[src/rtl/cmt_pkg.sv]
// Shared types and constants for the CMT cassette UART receiver.
// Parity support is selected at build time with CMT_RX_PARITY_EN.
package cmt_pkg;

    typedef enum logic [2:0] {
        IDLE,
        START,
        DATA,
        PARITY,
        STOP
    } rx_state_e;

    localparam int OVS_DIV_DEF    = 5208;
    localparam int FIFO_DEPTH_DEF = 4;
    localparam int TICKS_PER_BIT  = 16;
    localparam int TCNT_W         = $clog2(TICKS_PER_BIT);
    localparam int DATA_BITS      = 8;
    localparam int BIT_W          = $clog2(DATA_BITS);

endpackage

[src/rtl/cmt_rx_fifo.sv]
// First-word-fall-through receive FIFO; pointers carry one extra wrap bit
// so equal indices can be told apart as full or empty.
module cmt_rx_fifo #(
    parameter int DEPTH = 4,
    parameter int WIDTH = 8
) (
    input  logic             clk,
    input  logic             reset_n,
    input  logic             push,
    input  logic             pop,
    input  logic [WIDTH-1:0] din,
    output logic [WIDTH-1:0] dout,
    output logic             empty,
    output logic             full
);

    localparam int AW = $clog2(DEPTH);
    localparam logic [AW:0] PTR_ONE = (AW+1)'(1);

    logic [AW:0]      wr_q;
    logic [AW:0]      rd_q;
    logic [WIDTH-1:0] mem_q [DEPTH];
    logic             do_push;
    logic             do_pop;

    assign empty   = (wr_q == rd_q);
    assign full    = (wr_q[AW] != rd_q[AW]) && (wr_q[AW-1:0] == rd_q[AW-1:0]);
    assign do_pop  = pop && !empty;
    // A pop in the same cycle frees the slot, so a full FIFO can still accept.
    assign do_push = push && (!full || do_pop);
    assign dout    = empty ? '0 : mem_q[rd_q[AW-1:0]];

    always_ff @(posedge clk or negedge reset_n) begin
        if (!reset_n) begin
            wr_q <= '0;
            rd_q <= '0;
        end else begin
            if (do_push) wr_q <= wr_q + PTR_ONE;
            if (do_pop)  rd_q <= rd_q + PTR_ONE;
        end
    end

    always_ff @(posedge clk) begin
        if (do_push) mem_q[wr_q[AW-1:0]] <= din;
    end

endmodule

[src/rtl/cmt_uart_rx.sv]
// CMT cassette UART receiver: 16x oversampled framing FSM feeding a small FIFO.
// Define CMT_RX_PARITY_EN to expect an even-parity bit after the data bits.
module cmt_uart_rx
    import cmt_pkg::*;
#(
    parameter int OVS_DIV    = OVS_DIV_DEF,
    parameter int FIFO_DEPTH = FIFO_DEPTH_DEF
) (
    input  logic       clk,
    input  logic       reset_n,
    input  logic       rxd,
    input  logic       rd_pop,
    input  logic       clr_err,
    output logic [7:0] data_out,
    output logic       data_valid,
    output logic       framing_err,
    output logic       overrun_err,
    output logic       parity_err
);

    localparam int DIV_W = (OVS_DIV > 1) ? $clog2(OVS_DIV) : 1;
    localparam logic [DIV_W-1:0]  DIV_LAST   = DIV_W'(OVS_DIV - 1);
    localparam logic [DIV_W-1:0]  DIV_ONE    = DIV_W'(1);
    localparam logic [TCNT_W-1:0] TCNT_ONE   = TCNT_W'(1);
    localparam logic [TCNT_W-1:0] BIT_LAST   = TCNT_W'(TICKS_PER_BIT - 1);
    localparam logic [TCNT_W-1:0] START_LAST = TCNT_W'(TICKS_PER_BIT / 2 - 1);
    localparam logic [BIT_W-1:0]  BIT_ONE    = BIT_W'(1);
    localparam logic [BIT_W-1:0]  BIT_MAX    = BIT_W'(DATA_BITS - 1);

    logic                 rx_s1_q, rx_s2_q;
    logic [DIV_W-1:0]     div_q, div_d;
    logic                 tick;
    rx_state_e            state_q;
    logic [TCNT_W-1:0]    tcnt_q;
    logic [BIT_W-1:0]     bit_q;
    logic [DATA_BITS-1:0] shift_q;
    logic                 par_bad_q;
    logic                 push_q;
    logic                 framing_q, overrun_q, parity_q;
    logic                 bit_end;
    logic                 framing_set, overrun_set, parity_set;
    logic                 fifo_full, fifo_empty;

    always_ff @(posedge clk or negedge reset_n) begin
        if (!reset_n) begin
            rx_s1_q <= 1'b1;
            rx_s2_q <= 1'b1;
        end else begin
            rx_s1_q <= rxd;
            rx_s2_q <= rx_s1_q;
        end
    end

    assign tick  = (div_q == DIV_LAST);
    assign div_d = tick ? '0 : div_q + DIV_ONE;

    always_ff @(posedge clk or negedge reset_n) begin
        if (!reset_n) div_q <= '0;
        else          div_q <= div_d;
    end

    assign bit_end = tick && (tcnt_q == BIT_LAST);

    always_ff @(posedge clk or negedge reset_n) begin
        if (!reset_n) begin
            state_q   <= IDLE;
            tcnt_q    <= '0;
            bit_q     <= '0;
            par_bad_q <= 1'b0;
            push_q    <= 1'b0;
        end else begin
            push_q <= 1'b0;
            if (tick) begin
                case (state_q)
                    IDLE: begin
                        if (!rx_s2_q) begin
                            state_q <= START;
                            tcnt_q  <= '0;
                        end
                    end
                    START: begin
                        // Half a bit after the edge: a high line here was only a glitch.
                        if (tcnt_q == START_LAST) begin
                            tcnt_q    <= '0;
                            bit_q     <= '0;
                            par_bad_q <= 1'b0;
                            state_q   <= rx_s2_q ? IDLE : DATA;
                        end else begin
                            tcnt_q <= tcnt_q + TCNT_ONE;
                        end
                    end
                    DATA: begin
                        if (tcnt_q == BIT_LAST) begin
                            tcnt_q <= '0;
                            bit_q  <= bit_q + BIT_ONE;
                            if (bit_q == BIT_MAX) begin
`ifdef CMT_RX_PARITY_EN
                                state_q <= PARITY;
`else
                                state_q <= STOP;
`endif
                            end
                        end else begin
                            tcnt_q <= tcnt_q + TCNT_ONE;
                        end
                    end
                    PARITY: begin
                        if (tcnt_q == BIT_LAST) begin
                            tcnt_q    <= '0;
                            par_bad_q <= (rx_s2_q != ^shift_q);
                            state_q   <= STOP;
                        end else begin
                            tcnt_q <= tcnt_q + TCNT_ONE;
                        end
                    end
                    STOP: begin
                        if (tcnt_q == BIT_LAST) begin
                            tcnt_q  <= '0;
                            push_q  <= rx_s2_q && !par_bad_q;
                            state_q <= IDLE;
                        end else begin
                            tcnt_q <= tcnt_q + TCNT_ONE;
                        end
                    end
                    default: state_q <= IDLE;
                endcase
            end
        end
    end

    // Shift register holds payload only; the FSM decides when it is meaningful.
    always_ff @(posedge clk) begin
        if (bit_end && (state_q == DATA)) shift_q <= {rx_s2_q, shift_q[DATA_BITS-1:1]};
    end

    assign framing_set = bit_end && (state_q == STOP) && !rx_s2_q;
    assign overrun_set = push_q && fifo_full && !rd_pop;
`ifdef CMT_RX_PARITY_EN
    assign parity_set  = bit_end && (state_q == PARITY) && (rx_s2_q != ^shift_q);
`else
    assign parity_set  = 1'b0;
`endif

    always_ff @(posedge clk or negedge reset_n) begin
        if (!reset_n) begin
            framing_q <= 1'b0;
            overrun_q <= 1'b0;
            parity_q  <= 1'b0;
        end else begin
            framing_q <= framing_set || (framing_q && !clr_err);
            overrun_q <= overrun_set || (overrun_q && !clr_err);
            parity_q  <= parity_set  || (parity_q  && !clr_err);
        end
    end

    cmt_rx_fifo #(
        .DEPTH (FIFO_DEPTH),
        .WIDTH (DATA_BITS)
    ) u_fifo (
        .clk     (clk),
        .reset_n (reset_n),
        .push    (push_q),
        .pop     (rd_pop),
        .din     (shift_q),
        .dout    (data_out),
        .empty   (fifo_empty),
        .full    (fifo_full)
    );

    assign data_valid  = !fifo_empty;
    assign framing_err = framing_q;
    assign overrun_err = overrun_q;
    assign parity_err  = parity_q;

endmodule

[config.mk]
export PLATFORM = sky130hd
export DESIGN_NAME = cmt_uart_rx
export DESIGN_NICKNAME = d
export VERILOG_FILES = /design/src/rtl/cmt_pkg.sv /design/src/rtl/cmt_rx_fifo.sv /design/src/rtl/cmt_uart_rx.sv
export SDC_FILE = /design/constraint.sdc
export NUM_CORES = 1
export LEC_CHECK = 0
export CAP_MARGIN = 10
export CORE_MARGIN = 2
export CORE_UTILIZATION = 45
export CTS_CLUSTER_SIZE = 14
export DETAILED_ROUTE_END_ITERATION = 12
export SYNTH_ARGS = -nofsm -noshare
export SYNTH_HDL_FRONTEND = slang
export SYNTH_SLANG_ARGS = --single-unit
[constraint.sdc]
create_clock -name clk -period 4.4 [get_ports clk]
set_input_delay 0.88 -clock clk [delete_from_list [all_inputs] [get_ports clk]]
set_output_delay 0.88 -clock clk [all_outputs]
set_load 0.03 [all_outputs]
==> Word level (Yosys, flattened, before mapping) <==
Memory sizes are Yosys's and may differ from the RTL's.
Cells that the tools add are included.
W data, S select, Z words.
{ "totals": {"latch_bits": 0, "ff_bits": 44, "output_inout_bits": 12, "n_memories": 1, "elab_cells": 95, "mem_bits_rw": 32, "romBits": 0} }
{ "op_classes": {"bitwise_logic": 0, "multipliers": 0, "add_sub_neg": 5, "n_eq_ne": 18, "mux": 25, "reduce_logical": 32, "magnitude_cmp": 0, "shift": 0, "n_div": 0} }
{ "memory_table": {"columns": ["name", "depth", "word_bits", "rd", "rd_clocked_by_memory_dff", "write_ports", "line", "source"], "rows": [
  ["u_fifo.mem_q", 4, 8, 1, 0, 1, "cmt_rx_fifo.sv:22", "logic [WIDTH-1:0] mem_q [DEPTH];"]
]} }
{ "ops": {"columns": ["op", "count"], "rows": [
  ["$mux W3", 8],
  ["$pmux W3 S5", 1],
  ["$add A13 B1 Y13 const B", 1],
  ["$eq A13 B13 Y1 const B", 1],
  ["$logic_and A1 B1 Y1", 13],
  ["$mux W13", 1],
  ["$mux W4", 3],
  ["$ne A2 B2 Y1 const B", 6],
  ["$pmux W4 S3", 1],
  ["$add A3 B1 Y3 const B", 3],
  ["$mux W8", 1],
  ["$reduce_and A4 Y1", 2],
  ["$reduce_xor A8 Y1", 1],
  ["$mux W1", 7],
  ["$reduce_and A7 Y1", 1],
  ["$eq A3 B2 Y1 const B", 2],
  ["$eq A3 B3 Y1 const B", 2],
  ["$logic_not A1 Y1", 6],
  ["$pmux W3 S2", 1],
  ["$add A4 B1 Y4 const B", 1],
  ["$eq A4 B3 Y1 const B", 1],
  ["$eq A4 B4 Y1 const B", 1],
  ["$reduce_bool A2 Y1", 2],
  ["$eq A3 B1 Y1 const B", 1],
  ["other kinds (10)", 13]
]} }

==> Longest topological paths before layout <==
Gate-level depths: netlist of the first run.
{ "logic_depth": {"word_depth": 7, "ltp_mapped": 6, "ltp_nobuf": 6} }

==> Hierarchy <==
Synthesis of the first run repeated with hierarchy kept, for this count alone.
{ "unflattened": {"hier_cells": 241, "area_unflattened_um2": 3523.4} }
{ "modules_own_cells": {"columns": ["module", "area_per_inst_um2", "instances", "cells_per_inst"], "rows": [
  ["cmt_uart_rx", 1839.3, 1, 156],
  ["cmt_rx_fifo", 1684.1, 1, 85]
]} }

==> Least setup slack after synthesis of the first run <==
No wires, ideal clock.
{ "synth_path": {"path_kind": "register to output", "startpoint": "reg u_fifo.rd_q[0]", "endpoint": "out data_out[0]", "required_time_ps": 3520, "path_buffers": 2, "stages_incl_launch_ff": 6, "slack_ps": 2153, "t_arrival_ps": 1367, "cell_sequence": "dfrtp_1 > buf_4 > xnor2_1 > nand3_1 > buf_2 > and2_1"} }
{ "synth_via": {"elab_chain_cells": 2, "word_cells_on_any_way": 3, "classes_between": "eq/ne (1); mux (1); memory (1)"} }
{ "synth_rtl": {"columns": ["element", "line", "source"], "rows": [
  ["from (decl)", "cmt_rx_fifo.sv:21", "logic [AW:0] rd_q;"],
  ["from (signal assigned)", "cmt_rx_fifo.sv:39", "if (do_pop) rd_q <= rd_q + PTR_ONE;"],
  ["$mem_v2 Z4 W8 / $eq A3 B3 Y1 (equally long branches)", null, null],
  ["$mux W8 (*)", "cmt_rx_fifo.sv:31", "assign dout = empty ? '0 : mem_q[rd_q[AW-1:0]];"],
  ["to (decl)", "cmt_uart_rx.sv:14", "output logic [7:0] data_out,"]
]} }
Mark *: on every way between the ends. The rest lies on a longest branch, timed or not.

==> Final worst setup path of the first run <==
{ "layout_path": {"startpoint": "reg u_fifo.rd_q[0]", "endpoint": "out data_out[5]"} }
Same word-level chain as after synthesis.

==> flow_summary_export.csv, run 1 <==
group,metric,value,unit
grt,grt_pass1_wl,9430,um
sta,hold_viol_final,0,
worst_hold_path,hp-class,"flop to flop",
sta,period_minus_slack,3.38,ns
sta,rsz0062_at_grt,"no",
floorplanning,design.core.area,7330,um2
grt,use_met2,23.0,%
worst_setup_path,timing.rr.start,"div_q[0]$_DFF_PN0_",
status,outcome,"finished clean",
floorplanning,initial_core_util,47.2,%
worst_setup_path,startpoint,"u_fifo.rd_q[0]$_DFFE_PN0P_",
sta,report.final.setup_viol,0,
synthesis,synth_top_area_cell,"edfxtp_1",
grt,grt_max_degree,37,
sta,timing.final.crit_share,76.8,%
floorplanning,die_h,91.7,um
power_and_ir_drop,power,1.84,mW
worst_setup_path,arrival,2.50,ns
finish,drive_gt1_share,16.4,%
grt,grt_pass1_vias,1975,
worst_setup_path,worstPathRequired,3.52,ns
synthesis,ys_top_cells_by_count,"40 x edfxtp_1, 34 x dfrtp_1, 15 x xnor2_1",
worst_hold_path,hp-start,"rx_s1_q$_DFF_PN1_",
grt,grt_usage,14.6,%
clock_tree,clk_pin_slew,0.08,ns
clock_tree,clk_path_buf_depth,2,
route,ant_nets,0,
finish,final_cells,368,
worst_setup_path,end_kind,"primary output",
sta,fin_ws,1.02,ns
power_and_ir_drop,peakVddDrop,0.314,mV
grt,antenna_found_initial,0,
clock_tree,cts_tree,"built",
clock_tree,clk_latency,0.34,ns
synthesis,synth_edf_count,40,
synthesis,syn-num-nets,257,
worst_setup_path,r2r_cells,4,
clock_tree,root_buffer,"clkbuf_8",
clock_tree,cts_sinks,76,
clock_tree,cts_setup_buffers,0,
worst_hold_path,holdPathStages,0,
placement,pre_cts_slack,1.31,ns
synthesis,syn-cell-area,3460,um2
clock_tree,cts_hold_buf,0,
floorplanning,row_count,31,
power_and_ir_drop,p_per_area,468,nW/um2
grt,grt_use_met3,2.71,%
sta,setup_tns,0,ns
floorplanning,dieArea,8400,um2
finish,insertedDiodeCount,0,
worst_setup_path,setup.worst_path.class,"flop to primary output",
route,drt-initial-drc-count,95,
synthesis,ys.flop_type,"edfxtp_1",
route,vias,1887,
synthesis,yosysSeqAreaShare,60.9,%
sta,slew_viol_final,0,
placement,hpwl,3660,um
route,viasPerCell,5.13,
route,drcViolationCount,0,
synthesis,synth_seq_cells,76,
clock_tree,cts-buffers-inserted,9,
clock_tree,cts-resized-gates,0,
placement,dp_cells,352,
grt,met1_usage,19.4,%
synthesis,yosysWarnings,0,
route,avgRoutedWirePerCell,14.9,um
route,drt-pass1-iter-count,4,
synthesis,async_reset_ff_share,47.4,%
grt,top_usage_layer,"met2",
synthesis,yosysTopAreaCellShare,34.7,%
route,wl,5470,um
grt,grt_overflow,0,
sta,slew_headroom,27.1,%
sta,clock.fmax,0.296,GHz
finish,fillCellCount,592,
synthesis,avgSynthCellArea,14.2,um2
sta,finalClockSkew,0.00767,ns
worst_setup_path,worstSetupStartpointType,"flop",
power_and_ir_drop,power_leakage,1.54,nW
placement,gp_congestion,0.759,
flow_run,cap_violations,0,
worst_setup_path,crit_fanout,11,
synthesis,synth.area.top_cells,"edfxtp_1 35%, dfrtp_1 25%, mux4_2 5.2%, xnor2_1 3.8%, ha_1 3.3%",
synthesis,synth.distinct_cells,51,
clock_tree,htreeDepth,3,
worst_setup_path,rrSetupSlack,2.01,ns
placement,port_buffers,16,
finish,synthToLayoutAreaGrowth,13.7,%
finish,layout.nets,278,
floorplanning,pin_count,17,
synthesis,yosysMostFrequentCell,"edfxtp_1",
floorplanning,die-width,91.7,um
sta,worst_slew_pin_slew,1.08,ns
synthesis,synth_cells,243,
-- critical path: stages, from the launching register on --
cell and delay, ns:
dfrtp_1 0.75, xnor2_1 0.23, nand3_1 0.33, and2_1 0.25, clkdlybuf4s50_1 0.59
-- per-layer routing --
layer	wire, um	up-vias
li1	-	921
met1	2630	937
met2	2620	20
met3	129	9
met4	83	0
met5	0	-
-- final cells by class --
type	instances	area [um2]	share of cell area (%)
clock buffers	9	124	3.15
well taps	99	124	3.15
multi-input cells	149	1260	32.0
inverters	12	45.0	1.15
repair buffers	16	155	3.95
clock inverters	7	123	3.12
flip-flops and latches	76	2100	53.5
-- registers in the layout, summed over array words and instances, names as in the netlist, 3 cells and up --
signal,count
bit_q,3
div_q,13
shift_q,8
state_q,3
tcnt_q,4
u_fifo.mem_q,32
u_fifo.rd_q,3
u_fifo.wr_q,3
-- kinds of logic after synthesis --
| family | count (synthesis) | share of synthesized area, % |
|---|---|---|
| AOI/OAI and AO/OA | 19 | 4.16 |
| xor gates and xnor gates | 26 | 6.98 |
| adders and majority gates | 9 | 3.26 |
| buffers and inverters | 18 | 2.79 |
| DFF | 76 | 60.9 |
| muxes | 16 | 8.14 |
| and+or+nand+nor | 79 | 13.8 |
-- cells in the final DEF, fill, tap and decap left out, types with 2 or more instances in the layout --
master,count
nor2_1,14
clkdlybuf4s50_1,15
dfstp_2,2
and3_1,4
o21ai_0,4
and2_1,10
xnor2_1,15
nand4_1,3
mux4_2,8
nor4_1,2
mux2_2,5
ha_1,9
a22o_1,2
nand3_1,9
nand2b_1,2
clkinvlp_4,2
clkbuf_8,9
nor3b_1,2
bufinv_16,3
nor3_1,4
dfrtp_1,34
mux2_4,3
edfxtp_1,40
and2b_1,2
inv_1,12
inv_6,2
nor2b_1,2
o31ai_1,2
a21o_1,2
nand2_1,14
xor2_1,10
-- stage by stage --
step / hold WS (ns) / instance area (um2) / utilization [%]
floorplan: 0.345 / 3460 / -
global placement: 0.346 / 3690 / 50.3
detailed placement: 0.347 / 3690 / 50.3
CTS: 0.359 / 3930 / 53.6
global route: 0.369 / 3930 / 53.6
finish: 0.359 / 3930 / 53.6
-- power by group --
part           switching [mW]  internal [mW]  total, mW
clock                   0.266          0.381      0.647
sequential             0.0549          0.759      0.813
combinational           0.177          0.201      0.378
-- path summary, 6_finish.rpt --
kind | end
min reg2reg | rx_s2_q$_DFF_PN1_
max | data_out[5]
min in group asynchronous | div_q[0]$_DFF_PN0_
max in group asynchronous | div_q[9]$_DFF_PN0_
max reg2reg | shift_q[0]$_DFFE_PP_
min | rx_s2_q$_DFF_PN1_
(Power assumes the default switching activity.)
==> run 2: changes to the inputs <==
==> constraint.sdc (replaced) <==
create_clock -name clk -period 2.97 [get_ports clk]
set_input_delay 0.594 -clock clk [delete_from_list [all_inputs] [get_ports clk]]
set_output_delay 0.594 -clock clk [all_outputs]
set_load 0.03 [all_outputs]
==> run 2 against run 1 <==
Worst hold slack worse by 0.015 ns. Global-route usage is 0.44 points lower. Utilization is 0.58 points higher. First-iteration DRC count is 33% higher. Sequential share of layout area is 0.57 points lower. Flip-flop and latch count stayed put. Critical path type unchanged. Largest cell class unchanged. Highest routed layer unchanged.
==> flow_summary_export.csv, run 2 (same netlist as run 1, synthesis figures left out) <==
group,metric,value,unit
worst_setup_path,crit_fanout,11,
clock_tree,clk_pin_slew,0.08,ns
finish,final_common_cell,"edfxtp_1",
clock_tree,cts-buffers-inserted,9,
worst_setup_path,cp_top_family,"buffers and inverters",
floorplanning,row_count,31,
grt,grt_max_degree,37,
route,avgRoutedWirePerCell,14.5,um
sta,hold_viol_final,0,
power_and_ir_drop,p_per_area,670,nW/um2
clock_tree,clk_latency,0.34,ns
worst_setup_path,regToRegEndpoint,"bit_q[1]$_DFFE_PN0P_",
finish,layout.nets,286,
worst_setup_path,end_kind,"primary output",
clock_tree,htreeDepth,3,
floorplanning,die_h,91.7,um
worst_setup_path,max_stage_delay,0.58,ns
finish,drive_gt1_share,19.1,%
worst_setup_path,crit_chain,"xnor2_1, nand3_2, and2_1, clkdlybuf4s50_1",
floorplanning,pin_count,17,
worst_setup_path,cp_slowest_cell,"clkdlybuf4s50_1",
finish,insertedDiodeCount,0,
worst_setup_path,worstSetupStartpointType,"flop",
floorplanning,initial_core_util,47.2,%
sta,report.final.setup_viol,0,
grt,grt_pass1_vias,1843,
grt,grt_usage,14.1,%
power_and_ir_drop,peakVddDrop,0.233,mV
sta,rsz0062_at_grt,"no",
clock_tree,cts_tree,"built",
power_and_ir_drop,p_int,1.93,mW
route,wl,5440,um
placement,gp_congestion,0.740,
finish,layout_common_cells,"40 x edfxtp_1, 34 x dfrtp_1, 15 x xnor2_1, 15 x clkdlybuf4s50_1",
finish,post-route-util,54.2,%
route,drt-pass1-iter-count,4,
route,vias,1860,
status,outcome,"finished clean",
power_and_ir_drop,swShare,27.5,%
clock_tree,clk_path_buf_depth,2,
clock_tree,cts_hold_buf,0,
flow_run,cap_violations,0,
worst_setup_path,worstPathRequired,2.38,ns
route,drt-initial-drc-count,126,
floorplanning,design.core.area,7330,um2
grt,antenna_found_initial,0,
worst_setup_path,timing.rr.start,"div_q[0]$_DFF_PN0_",
grt,grt_overflow,0,
clock_tree,root_buffer,"clkbuf_8",
worst_setup_path,worst-path-buf-inv,1,
sta,slew_viol_final,0,
clock_tree,cts_sinks,76,
route,ant_nets,0,
sta,finalClockSkew,0.0111,ns
power_and_ir_drop,combPwrFrac,24.5,%
worst_hold_path,hp-class,"primary input to asynchronous set/reset pin",
placement,hpwl,3780,um
power_and_ir_drop,power_leakage,1.58,nW
worst_setup_path,arrival,2.18,ns
power_and_ir_drop,seqPwrFrac,43.2,%
sta,setup_tns,0,ns
placement,port_buffers,16,
worst_setup_path,r2r_cells,5,
sta,timing.final.crit_share,93.3,%
power_and_ir_drop,p_sw,0.733,mW
finish,largest_reg_flops,32,
sta,worst_slew_pin_slew,0.813,ns
sta,clock.fmax,0.361,GHz
worst_setup_path,setup.worst_path.class,"flop to primary output",
finish,synthToLayoutAreaGrowth,14.9,%
route,viasPerCell,4.95,
grt,grt_pass1_wl,9270,um
power_and_ir_drop,power_frac_clock,32.3,%
floorplanning,die-width,91.7,um
route,drcViolationCount,0,
worst_setup_path,rrSetupSlack,1.12,ns
floorplanning,dieArea,8400,um2
sta,slew_headroom,45.8,%
sta,period_minus_slack,2.77,ns
run 2: cell types whose count changed in the layout (fill, tap and decap cells not counted):
| cell | delta |
|---|---|
| buf_4 | +8 |
| inv_6 | -1 |
| nand3_2 | +1 |
| clkinv_2 | +1 |
| nand3_1 | -1 |
| clkinv_4 | +3 |
| clkinvlp_4 | -2 |
| bufinv_16 | -1 |
run 2: stage by stage:
step | cell area [um2] | total power, mW | hold WS (ns) | worst slack, ns | cells
5_1_grt | 3980 | 2.78 | 0.372 | 0.0504 | 376
4_1_cts | 3970 | 2.69 | 0.360 | 0.0715 | 376
6_report | 3980 | 2.66 | 0.344 | 0.200 | 376
3_3_place_gp | 3750 | 1.82 | 0.346 | 0.489 | 360
2_1_floorplan | 3460 | 1.62 | 0.298 | 0.972 | 243
3_5_place_dp | 3750 | 1.82 | 0.348 | 0.457 | 360
run 2: final cells by class:
| cell class | count | area, um2 |
|---|---|---|
| multi-input cells | 149 | 1260 |
| well taps | 99 | 124 |
| repair buffers | 24 | 215 |
| clock buffers | 9 | 124 |
| inverters | 12 | 45.0 |
| fillers | 628 | 3360 |
| clock inverters | 7 | 100 |
| flip-flops and latches | 76 | 2100 |
run 2: worst max-delay path by stage:
stage | start | slack (ns) | to | cells after the start
after floorplan | div_q[0]$_DFF_PN0_ | 0.97 | shift_q[0]$_DFFE_PP_ | 4
after global placement | u_fifo.wr_q[1]$_DFFE_PN0N_ | 0.49 | data_out[5] | 4
after detailed placement | u_fifo.wr_q[1]$_DFFE_PN0N_ | 0.46 | data_out[6] | 4
after CTS | u_fifo.wr_q[1]$_DFFE_PN0N_ | 0.07 | data_out[6] | 4
after global routing | u_fifo.wr_q[1]$_DFFE_PN0N_ | 0.05 | data_out[1] | 4
final | u_fifo.wr_q[1]$_DFFE_PN0N_ | 0.20 | data_out[6] | 4
run 2: per-layer routing:
metal / wire [um] / global-route usage [%] / vias up
met5: 0 / 0 / -
met4: 104 / 5.68 / 0
met3: 137 / 2.47 / 9
met2: 2380 / 20.8 / 29
met1: 2810 / 20.9 / 884
li1: - / - / 938
run 2: repair_timing:
item	in CTS	in global routing
setup buffers	0	0
setup endpoints to repair	0	8
gates resized for setup	0	1
run 2: power groups by stage:
stage / clock network, mW / registers [mW] / logic [mW]
floorplan: 0 / 1.16 / 0.455
global placement: 0 / 1.17 / 0.653
detailed placement: 0 / 1.17 / 0.653
CTS: 0.883 / 1.15 / 0.657
global route: 0.929 / 1.15 / 0.700
finish: 0.861 / 1.15 / 0.653
==> edit 1, RTL diff (flow settings as in run 2) <==
Add an input register stage for `rxd`, `rd_pop` and `clr_err`, with the module's reset; this delays them by one clock.
--- a/src/rtl/cmt_uart_rx.sv
+++ b/src/rtl/cmt_uart_rx.sv
@@ -28,4 +28,20 @@
     localparam logic [BIT_W-1:0]  BIT_MAX    = BIT_W'(DATA_BITS - 1);
 
+    logic rxd_q;
+    logic rd_pop_q;
+    logic clr_err_q;
+
+    always_ff @(posedge clk or negedge reset_n) begin
+        if (!reset_n) begin
+            rxd_q     <= '0;
+            rd_pop_q  <= '0;
+            clr_err_q <= '0;
+        end else begin
+            rxd_q     <= rxd;
+            rd_pop_q  <= rd_pop;
+            clr_err_q <= clr_err;
+        end
+    end
+
     logic                 rx_s1_q, rx_s2_q;
     logic [DIV_W-1:0]     div_q, div_d;
@@ -47,5 +63,5 @@
             rx_s2_q <= 1'b1;
         end else begin
-            rx_s1_q <= rxd;
+            rx_s1_q <= rxd_q;
             rx_s2_q <= rx_s1_q;
         end
@@ -135,5 +151,5 @@
 
     assign framing_set = bit_end && (state_q == STOP) && !rx_s2_q;
-    assign overrun_set = push_q && fifo_full && !rd_pop;
+    assign overrun_set = push_q && fifo_full && !rd_pop_q;
 `ifdef CMT_RX_PARITY_EN
     assign parity_set  = bit_end && (state_q == PARITY) && (rx_s2_q != ^shift_q);
@@ -148,7 +164,7 @@
             parity_q  <= 1'b0;
         end else begin
-            framing_q <= framing_set || (framing_q && !clr_err);
-            overrun_q <= overrun_set || (overrun_q && !clr_err);
-            parity_q  <= parity_set  || (parity_q  && !clr_err);
+            framing_q <= framing_set || (framing_q && !clr_err_q);
+            overrun_q <= overrun_set || (overrun_q && !clr_err_q);
+            parity_q  <= parity_set  || (parity_q  && !clr_err_q);
         end
     end
@@ -161,5 +177,5 @@
         .reset_n (reset_n),
         .push    (push_q),
-        .pop     (rd_pop),
+        .pop     (rd_pop_q),
         .din     (shift_q),
         .dout    (data_out),
Behaviour: no difference found for any inputs over 10 cycles, from zero or initial values and one cycle with reset_n low; that may be too few to reach the edited logic, so the function may still have changed.
==> edit 1 against run 2 <==
- synthesized area grew 1.9%
- hold slack gained 9.7 ps
- sequential cell count increased by 3
- core utilization shrank 2.1 points
- count of clock-buffer cells in the layout did not move
- wire length grew 2.7%
- final area rose by 0.28%
- setup slack got worse by 13 ps
Power is not compared: it rests on default switching activity, and its combinational part moved more than twofold at a synthesized area within 25%.
==> edit 1: results (changes against run 2) <==
metric,value,unit,change
status,finished clean,,unchanged
regArea,2180,um2,was 2100 um2
nNetsFinal,298,,was 286
place_ws,509,ps,was 457 ps
final_layout_size_suffix_gt1_share,15.9,%,was 19.1%
buf_share,5.21,%,was 5.41%
synth_area_leaders,"edfxtp_1, dfrtp_1, mux4_2",,unchanged
grt_use_met1,20.4,%,was 20.9%
synth_commonest_cells,"edfxtp_1, dfrtp_1, nor2_1, xnor2_1, nand2_1",,"was edfxtp_1, dfrtp_1, xnor2_1, nand2_1, nor2_1"
relSlewSlack,41.6,%,was 45.8%
drtIter0Drc,71,,was 126
rrSetupSlack,940,ps,was 1120 ps
wl_met3,165,um,was 137 um
via_per_inst,5.14,,was 4.95
dp_hpwl,3.74,mm,was 3.78 mm
r2r-end,shift_q[7]$_DFFE_PP_,,was bit_q[1]$_DFFE_PN0P_
synth-xor-area-share,6.71,%,was 6.98%
grt.busiest_layer,met2,,was met1
critPathMaxFanout,10,,was 11
synth_adder_area_share,3.19,%,was 3.26%
whs,353,ps,was 344 ps
async_reset_ff_share,49.4,%,was 47.4%
grt_pass1_wl,9.78,mm,was 9.27 mm
skew,3.06,ps,was 11.1 ps
multi_input_area_share,31.7,%,was 31.8%
ys_seq_area_share,61.8,%,was 60.9%
first_global_vias,1963,,was 1843
grt_max_degree,40,,was 37
grt_use_total,14.8,%,was 14.1%
num-nonclk-buffers,23,,was 24
clk_share,4.36,%,was 5.63%
cts_sinks,79,,was 76
multi_input_cells,162,,was 149
synth_nets,276,,was 257
ff2ff_path_depth,6,,was 5
==> edit 1: changes by cell type in the layout (fill, tap and decap cells not counted), moves of 3 or more <==
cell | run 2 | this run
inv_1 | 12 | 9
nand3_1 | 8 | 12
nor3_1 | 4 | 0
nor2_1 | 14 | 18
a21oi_1 | 0 | 4
o21ai_0 | 4 | 11
dfrtp_1 | 34 | 37
clkinvlp_4 | 0 | 5
mux2_4 | 3 | 0
==> edit 1: per-stage QoR <==
step | cells | cell area [um2] | utilization (%) | total power (W)
5_1_grt | 391 | 3990 | 52.1 | 0.00193
3_3_place_gp | 375 | 3810 | 49.8 | 0.00119
4_1_cts | 391 | 3980 | 52.1 | 0.00188
2_1_floorplan | 262 | 3520 | - | 0.00117
6_report | 391 | 3990 | 52.1 | 0.00185
3_5_place_dp | 375 | 3810 | 49.8 | 0.00119
==> edit 2, RTL diff (config.mk and constraints of run 2) <==
Without the edit above. Set the package constant `FIFO_DEPTH_DEF` to 8 (it was 4).
--- a/src/rtl/cmt_pkg.sv
+++ b/src/rtl/cmt_pkg.sv
@@ -12,5 +12,5 @@
 
     localparam int OVS_DIV_DEF    = 5208;
-    localparam int FIFO_DEPTH_DEF = 4;
+    localparam int FIFO_DEPTH_DEF = 8;
     localparam int TICKS_PER_BIT  = 16;
     localparam int TCNT_W         = $clog2(TICKS_PER_BIT);
Function: no difference found for any inputs over 10 cycles, from zero or initial values and one cycle with reset_n low; that may be too few to reach the edited logic, so the function may still have changed.
==> edit 2 against run 2 <==
- final area grew 36%
- critical path type unchanged
- power shrank 4.3%
- largest cell class unchanged
- non-clock buffer count grew 7
- synthesized area grew 40%
- sequential power grew 41%
- die area grew 39%
- synthesized cell count grew 30%
- sequential cell count grew 34
- hold slack gained 18 ps
- wire length grew 54%
- setup slack gained 36 ps
==> edit 2: results (changes against run 2) <==
metric,value,unit,change
synth_commonest_cells,"edfxtp_1, dfrtp_1, xnor2_1, nor2_1, mux4_2",,"was edfxtp_1, dfrtp_1, xnor2_1, nand2_1, nor2_1"
rr_startpoint,u_fifo.wr_q[2]$_DFFE_PN0P_,,was div_q[0]$_DFF_PN0_
wl,8.37,mm,was 5.44 mm
cts_root_buf,clkbuf_8,,unchanged
critPathMaxFanout,13,,was 11
startpoint,u_fifo.rd_q[0]$_DFFE_PN0P_,,was u_fifo.wr_q[1]$_DFFE_PN0N_
async_reset_ff_share,34.5,%,was 47.4%
leakage,1.99,nW,was 1.58 nW
place_ws,317,ps,was 457 ps
synth_nets,326,,was 257
synthCells,315,,was 243
dp_hpwl,5.60,mm,was 3.78 mm
r2r-end,u_fifo.mem_q[4][2]$_DFFE_PP_,,was bit_q[1]$_DFFE_PN0P_
irDropWorstVdd,0.000213,V,was 0.000233 V
slowest_delay,520,ps,was 580 ps
nNetsFinal,353,,was 286
ys_seq_area_share,64.1,%,was 60.9%
grt_max_degree,39,,was 37
largest_reg_flops,64,,was 32
place_congestion,0.762,,was 0.740
cts_hold_buf,0,,unchanged
period_needed,2730,ps,was 2770 ps
wl_met3,208,um,was 137 um
grt_use_total,16.1,%,was 14.1%
synth_cell_type_count,62,,was 51
dpl_cell_area,5210,um2,was 3750 um2
antennaDiodeCount,0,,unchanged
skew,14.4,ps,was 11.1 ps
place_inst,467,,was 360
clock_latency,360,ps,was 340 ps
drtIter0Drc,111,,was 126
arrival,2140,ps,was 2180 ps
crit_end,data_out[4],,was data_out[6]
first_global_vias,2702,,was 1843
crit_slowest_cell,mux4_2,,was clkdlybuf4s50_1
final_layout_size_suffix_gt1_share,22.2,%,was 19.1%
synth_edf_count,72,,was 40
status,finished clean,,unchanged
clkTransAtPathRegs,100,ps,was 80 ps
ff2ff_path_depth,4,,was 5
rrSetupSlack,640,ps,was 1120 ps
met2_length,4.15,mm,was 2.38 mm
grt_pass1_wl,14.0,mm,was 9.27 mm
worst_pin_slew,1080,ps,was 813 ps
hold_class,flip-flop to flip-flop,,was primary input to async pin
whs,362,ps,was 344 ps
via_per_inst,5.43,,was 4.95
synth_area_leaders,"edfxtp_1, dfrtp_1, mux4_2",,unchanged
vias,2621,,was 1860
fillCellCount,905,,was 628
cts_resized,6,,was 0
met1_length,3.94,mm,was 2.81 mm
## edit 2: cell types whose count changed in the layout (fill, tap and decap cells not counted), moves of 4 or more
| cell | delta |
|---|---|
| edfxtp_1 | +32 |
| and2_1 | -10 |
| clkdlybuf4s50_1 | -9 |
| mux2i_1 | +8 |
| mux4_2 | +8 |
| buf_4 | +7 |
| dlygate4sd2_1 | +6 |
| a21oi_1 | +5 |
| nor2_1 | +5 |
| xnor2_1 | +5 |
| inv_1 | -4 |
| nand2_1 | -4 |
| nor3_1 | +4 |
## edit 2: metal layers
metal / vias to the layer above / GRT usage [%]
li1: 1255 / -
met1: 1325 / 21.7
met2: 35 / 26.7
met3: 6 / 3.39
met4: 0 / 4.40
met5: - / 0
## edit 2: cells by family (layout without fill, tap and decap cells)
logic type / after synthesis / in the layout / share of synthesized area, %
AOI/OAI and AO/OA: 30 / 30 / 4.56
buffers and inverters: 24 / 56 / 2.99
and+or+nand+nor: 87 / 87 / 11.0
DFF: 110 / 110 / 64.1
adders and majority gates: 6 / 6 / 1.55
muxes: 30 / 30 / 10.5
xor gates and xnor gates: 28 / 28 / 5.33
## edit 2: critical path, delay by kind of cell, from the launching register on
family	cells	cell delay, ps
flip-flops	1	480
buffers and inverters	2	550
multiplexers	2	680
AND/OR/NAND/NOR	1	60
## edit 2: area by class of cell
class	count	area, um2	share of cell area (%)
Clock buffer	9	124	2.29
Clock inverter	7	80.1	1.48
Inverter	9	33.8	0.625
Multi-Input combinational cell	181	1610	29.8
Sequential cell	110	3120	57.6
Tap cell	136	170	3.15
Timing Repair Buffer	31	275	5.09
## edit 2: power by group
part | switching, W | internal, W
registers | 0.00000204 | 0.00162
clock network | 0.000505 | 0.000401
logic | 0.0000144 | 0.00000701
total | 0.000522 | 0.00203
